===== config.mk =====
export PLATFORM = sky130hd
export DESIGN_NAME = debug_sequencer
export DESIGN_NICKNAME = d
export VERILOG_FILES = /design/src/rtl/debug_sequencer.sv
export SDC_FILE = /design/constraint.sdc
export NUM_CORES = 1
export LEC_CHECK = 0
export ABC_AREA = 1
export BUFFER_PORTS_ARGS = -buffer_cell sky130_fd_sc_hd__clkbuf_2
export CAP_MARGIN = 20
export CORE_MARGIN = 10
export CORE_UTILIZATION = 50
export DETAILED_ROUTE_END_ITERATION = 10
export PLACE_DENSITY = 0.77
export SYNTH_ARGS = -nofsm -noshare
export SYNTH_HDL_FRONTEND = slang
export SYNTH_SLANG_ARGS = --single-unit

===== constraint.sdc =====
create_clock -name i_clock -period 2 [get_ports i_clock]
set_input_delay 0.5 -clock i_clock [delete_from_list [all_inputs] [get_ports i_clock]]
set_output_delay 0.5 -clock i_clock [all_outputs]
set_load 0.01 [all_outputs]

===== src/rtl/debug_sequencer.sv =====
// Debug sequencer: loads instruction memory from a UART byte stream and
// controls pipeline execution (free-run or single-step) until a halt retires.
module debug_sequencer #(
  parameter int NB_INSTR = 32,
  parameter int N_ADDR   = 2048,
  parameter int NB_ADDR  = $clog2(N_ADDR),
  parameter int NB_CNT   = 32
) (
  input  logic                i_clock,
  input  logic                i_reset,
  input  logic [7:0]          i_rx_data,
  input  logic                i_rx_valid,
  input  logic                i_halt,
  output logic                o_mem_wr_en,
  output logic [NB_ADDR-1:0]  o_mem_wr_addr,
  output logic [NB_INSTR-1:0] o_mem_wr_data,
  output logic                o_valid,
  output logic                o_pipe_reset,
  output logic [2:0]          o_state,
  output logic [NB_CNT-1:0]   o_cycle_count,
  output logic                o_done
);

  localparam logic [2:0] ST_IDLE   = 3'd0;
  localparam logic [2:0] ST_LEN_LO = 3'd1;
  localparam logic [2:0] ST_LEN_HI = 3'd2;
  localparam logic [2:0] ST_LOAD   = 3'd3;
  localparam logic [2:0] ST_PRST   = 3'd4;
  localparam logic [2:0] ST_RUN    = 3'd5;
  localparam logic [2:0] ST_STEP   = 3'd6;
  localparam logic [2:0] ST_DONE   = 3'd7;

  localparam logic [7:0] CMD_LOAD = 8'h4C;
  localparam logic [7:0] CMD_RUN  = 8'h52;
  localparam logic [7:0] CMD_STEP = 8'h53;
  localparam logic [7:0] CMD_EXIT = 8'h45;

  localparam logic [NB_ADDR-1:0] ADDR_LAST = NB_ADDR'(N_ADDR - 1);

  logic [2:0]          state_reg, state_next;
  logic [7:0]          len_lo_reg, len_lo_next;
  logic [15:0]         words_left_reg, words_left_next;
  logic [1:0]          byte_cnt_reg, byte_cnt_next;
  logic [31:0]         word_reg, word_next;
  logic [NB_ADDR-1:0]  addr_ptr_reg, addr_ptr_next;
  logic                wr_en_reg, wr_en_next;
  logic [NB_ADDR-1:0]  wr_addr_reg, wr_addr_next;
  logic [NB_INSTR-1:0] wr_data_reg, wr_data_next;
  logic                step_mode_reg, step_mode_next;
  logic                step_pulse_reg, step_pulse_next;
  logic [NB_CNT-1:0]   cycle_cnt_reg, cycle_cnt_next;

  logic        valid;
  logic [31:0] word_full;
  logic [15:0] len_full;

  assign valid     = ((state_reg == ST_RUN) && !i_halt) ||
                     ((state_reg == ST_STEP) && step_pulse_reg);
  assign word_full = {i_rx_data, word_reg[31:8]};
  assign len_full  = {i_rx_data, len_lo_reg};

  always_comb begin
    state_next      = state_reg;
    len_lo_next     = len_lo_reg;
    words_left_next = words_left_reg;
    byte_cnt_next   = byte_cnt_reg;
    word_next       = word_reg;
    addr_ptr_next   = addr_ptr_reg;
    wr_en_next      = 1'b0;
    wr_addr_next    = wr_addr_reg;
    wr_data_next    = wr_data_reg;
    step_mode_next  = step_mode_reg;
    step_pulse_next = 1'b0;
    cycle_cnt_next  = cycle_cnt_reg;

    if (valid && (cycle_cnt_reg != '1))
      cycle_cnt_next = cycle_cnt_reg + NB_CNT'(1);

    case (state_reg)
      ST_IDLE, ST_DONE: begin
        if (i_rx_valid) begin
          if (i_rx_data == CMD_LOAD) begin
            state_next    = ST_LEN_LO;
            addr_ptr_next = '0;
            byte_cnt_next = '0;
          end else if ((i_rx_data == CMD_RUN) || (i_rx_data == CMD_STEP)) begin
            state_next     = ST_PRST;
            step_mode_next = (i_rx_data == CMD_STEP);
            cycle_cnt_next = '0;
          end
        end
      end
      ST_LEN_LO: begin
        if (i_rx_valid) begin
          len_lo_next = i_rx_data;
          state_next  = ST_LEN_HI;
        end
      end
      ST_LEN_HI: begin
        if (i_rx_valid) begin
          words_left_next = len_full;
          state_next      = (len_full == 16'd0) ? ST_IDLE : ST_LOAD;
        end
      end
      ST_LOAD: begin
        if (i_rx_valid) begin
          word_next     = word_full;
          byte_cnt_next = byte_cnt_reg + 2'd1;
          if (byte_cnt_reg == 2'd3) begin
            // Write is registered, so the pulse lands in the cycle after the 4th byte.
            wr_en_next      = 1'b1;
            wr_addr_next    = addr_ptr_reg;
            wr_data_next    = NB_INSTR'(word_full);
            addr_ptr_next   = (addr_ptr_reg == ADDR_LAST) ? '0 : addr_ptr_reg + NB_ADDR'(1);
            words_left_next = words_left_reg - 16'd1;
            if (words_left_reg == 16'd1)
              state_next = ST_IDLE;
          end
        end
      end
      ST_PRST: begin
        state_next = step_mode_reg ? ST_STEP : ST_RUN;
      end
      ST_RUN: begin
        if (i_halt)
          state_next = ST_DONE;
      end
      ST_STEP: begin
        // Halt wins over a step request arriving in the same cycle.
        if (i_halt) begin
          state_next = ST_DONE;
        end else if (i_rx_valid) begin
          if (i_rx_data == CMD_STEP)
            step_pulse_next = 1'b1;
          else if (i_rx_data == CMD_EXIT)
            state_next = ST_RUN;
        end
      end
      default: state_next = ST_IDLE;
    endcase
  end

  always_ff @(posedge i_clock or negedge i_reset) begin
    if (!i_reset) begin
      state_reg      <= ST_IDLE;
      len_lo_reg     <= '0;
      words_left_reg <= '0;
      byte_cnt_reg   <= '0;
      word_reg       <= '0;
      addr_ptr_reg   <= '0;
      wr_en_reg      <= 1'b0;
      wr_addr_reg    <= '0;
      wr_data_reg    <= '0;
      step_mode_reg  <= 1'b0;
      step_pulse_reg <= 1'b0;
      cycle_cnt_reg  <= '0;
    end else begin
      state_reg      <= state_next;
      len_lo_reg     <= len_lo_next;
      words_left_reg <= words_left_next;
      byte_cnt_reg   <= byte_cnt_next;
      word_reg       <= word_next;
      addr_ptr_reg   <= addr_ptr_next;
      wr_en_reg      <= wr_en_next;
      wr_addr_reg    <= wr_addr_next;
      wr_data_reg    <= wr_data_next;
      step_mode_reg  <= step_mode_next;
      step_pulse_reg <= step_pulse_next;
      cycle_cnt_reg  <= cycle_cnt_next;
    end
  end

  assign o_mem_wr_en   = wr_en_reg;
  assign o_mem_wr_addr = wr_addr_reg;
  assign o_mem_wr_data = wr_data_reg;
  assign o_valid       = valid;
  assign o_pipe_reset  = (state_reg == ST_PRST);
  assign o_state       = state_reg;
  assign o_cycle_count = cycle_cnt_reg;
  assign o_done        = (state_reg == ST_DONE);

endmodule


==> flow_summary.toml <==
[clock_tree]
h-tree-depth = 4
cts_buffers = 17
cts_tree = "built"
numClockSinks = 142
root_buffer = "clkbuf_16"
clk_pin_slew_ns = 0.06
cts_buffer_depth = 2
clock_latency_ns = 0.43

[run]
max-cap-violations = 0

[logic_synthesis]
synth-edff-count = 0
synthArstFlopShare_pct = 100
syn_avg_cell_area_um2 = 7.55
syn-num-nets = 991
ys_top_cells_by_area = "dfrtp_1, nand2_1, o21ai_0, nor2_1, inv_1"
yosys_register_bits = 142
synthFlopType = "dfrtp_1"
synth_cell_types = 40
synth_top_area_share_pct = 48.3
ys_seq_area_share_pct = 48.3
synth_area_um2 = 7350
synth_cells = 974
yosys.area.top_type = "dfrtp_1"
yosys_warnings = 0

[layout]
nNetsFinal = 1100
drive_above_1_share_pct = 18.6
areaGrowthSynthToFinish_pct = 19.3
diodes = 0
stdcell_count = 1280

[setup_path]
critPathMaxFanout = 9
reg2reg_depth = 11
start_kind = "register"
slowest_delay_ns = 0.48
endpoint_kind = "primary output"
crit_chain = "buf_4 -> nand4_1 -> nand2_4 -> clkbuf_2"
required_ns = 1.50
r2r-start = "o_cycle_count[17]"
endpoint = "o_valid"
r2r-end = "o_cycle_count[15]"
crit_type = "reg -> out"
cp_slowest_cell = "dfrtp_2"
crit_path_start = "o_state[1]"
rrSetupSlack_ns = 0.13
arrival_ns = 1.44

[power]
pwr-share-comb_pct = 26.6
p_switching_mw = 3.53
irDropWorstVdd_mv = 0.708
power_density_nw_per_um2 = 1100
p_int_mw = 6.09
p_seq_share_pct = 40.5
swShare_pct = 36.7
finalPower_mw = 9.62
p_leak_nw = 4.51
clkPwrFrac_pct = 32.9

[route]
first_iter_violations = 598
viasPerCell = 5.28
vias = 6754
drc = 0
ant_nets = 0
post_drt_wl_per_cell_um = 14.7
drt-total-wl_um = 18900
firstDrtPassIters = 5

[sta]
finClkSkew_ns = 0.0133
finalSetupViolCount = 0
slew_violations = 0
period_share_pct = 97.1
hold_violations = 0
fmax_mhz = 515
slew_headroom_pct = 62.9
period_needed_ns = 1.94
setup-tns-final_ns = 0
worst_slew_pin_slew_ns = 0.555

[floorplan]
initial_utilization_pct = 50.8
die_area_um2 = 20000
coreArea_um2 = 14500
die_y_um = 141
num_rows = 44
fp.dieW_um = 141
pin_count = 94

[global_route]
use_met1_pct = 24.1
grt.met2_usage_pct = 31.0
antenna_found_initial = 0
grt_pass1_wl_um = 31200
grt_util_met3_pct = 4.31
grt_max_degree = 78
grt_pass1_vias = 6443
grt-ovfl-total = 0
grt.total_usage_pct = 19.0
grt_most_used_layer = "met2"

[placement]
placed_cells = 1243
io_buffer_count = 93
place_congestion = 0.918
hpwl_um = 13400

[run_status]
status = "complete, no violations"

[worst_hold_path]
hp-class = "in -> reg"
## placed cells by master (no fill, tap or decap), drive strengths merged, types with 3 or more instances in the layout
cell type and n:
nand3b 3, o21bai 4, inv 123, dfrtp 142, nor2 112, nor3 13, nand4 17, a21oi 30
buf 28, ha 5, or2 3, o21ai 113, nand3 61, xor2 4, clkbuf 109, nand2 313
## area by class of cell
class | count | area (µm²)
Multi-Input combinational cell | 689 | 3210
Sequential cell | 142 | 3560
Inverter | 112 | 423
Tap cell | 184 | 230
Clock inverter | 15 | 168
Timing Repair Buffer | 121 | 763
Fill cell | 1266 | 5710
Clock buffer | 17 | 425
## worst max-delay path, delay by kind of cell (launching register included)
family | cells | cell delay (ns)
flip-flops | 1 | 0.48
AND/OR/NAND/NOR | 2 | 0.26
buffers and inverters | 2 | 0.28
## Yosys cell counts (2+ instances only)
cell      count
xor2_1        4
nor2_2        5
buf_2        12
nand4_1      17
nor3_1       13
inv_2        11
nand3_1      58
nor2_1      103
a21oi_2       8
nand3_2       3
o21bai_1      4
buf_6         3
o21ai_1      22
nand2_4       5
nor2_4        3
dfrtp_1     142
nand2_2       7
clkbuf_1     11
nor3b_1       2
buf_4         3
o22ai_1       2
ha_1          5
o21ai_0      90
nand2_1     301
nand3b_1      2
or2_2         3
inv_1       100
xnor2_1       2
a21oi_1      22
## timing repair
item,in CTS,in global routing
setup buffers,1,3
hold buffers,1,0
gates resized for setup,3,2
pin swaps,1,0
endpoints found under the hold margin,11,0
endpoints found under the setup margin,2,3
## cell families (layout without fill, tap and decap cells)
group           Yosys count  after routing  synth area share (%)
flops                   142            142                  48.3
simple gates            524            524                  30.7
buf+inv                 143            265                  8.15
compound gates          154            154                  11.3
xor+xnor                  6              6                 0.715
fa+ha+maj                 5              5                 0.851
## through the flow
step                hold slack [ns]  utilization (%)  setup slack, ns  instance area [µm²]
detailed placement            0.338             56.1            0.153                 8120
global placement              0.340             56.1            0.203                 8120
floorplan                     0.204                -            0.320                 7350
global route                  0.430             60.6          -0.0138                 8770
finish                        0.396             60.6           0.0584                 8770
CTS                           0.381             60.4           0.0553                 8740
## worst min path at each step
stage                       endpoint          from  slack, ns  cells after the start
finish                step_pulse_reg  i_rx_data[0]       0.40                      3
global route          step_pulse_reg  i_rx_data[0]       0.43                      3
CTS                   step_pulse_reg  i_rx_data[0]       0.38                      3
detailed placement  o_mem_wr_addr[5]       i_reset       0.34                      1
global placement    o_mem_wr_addr[5]       i_reset       0.34                      1
floorplan            addr_ptr_reg[0]       i_reset       0.20                      0
## metal layers
metal / up-vias / routed length [µm]
li1: 3326 / -
met1: 3197 / 8170
met2: 204 / 9290
met3: 27 / 998
met4: 0 / 408
met5: - / 0
## power by group through the flow
stage | registers [mW] | logic, mW | clock network [mW]
after floorplan | 3.85 | 1.75 | 0
after global placement | 3.91 | 2.40 | 0
after detailed placement | 3.92 | 2.47 | 0
after CTS | 3.89 | 2.53 | 3.21
after global routing | 3.98 | 2.92 | 3.35
final | 3.90 | 2.56 | 3.16
Power figures use the tool's default switching activity.
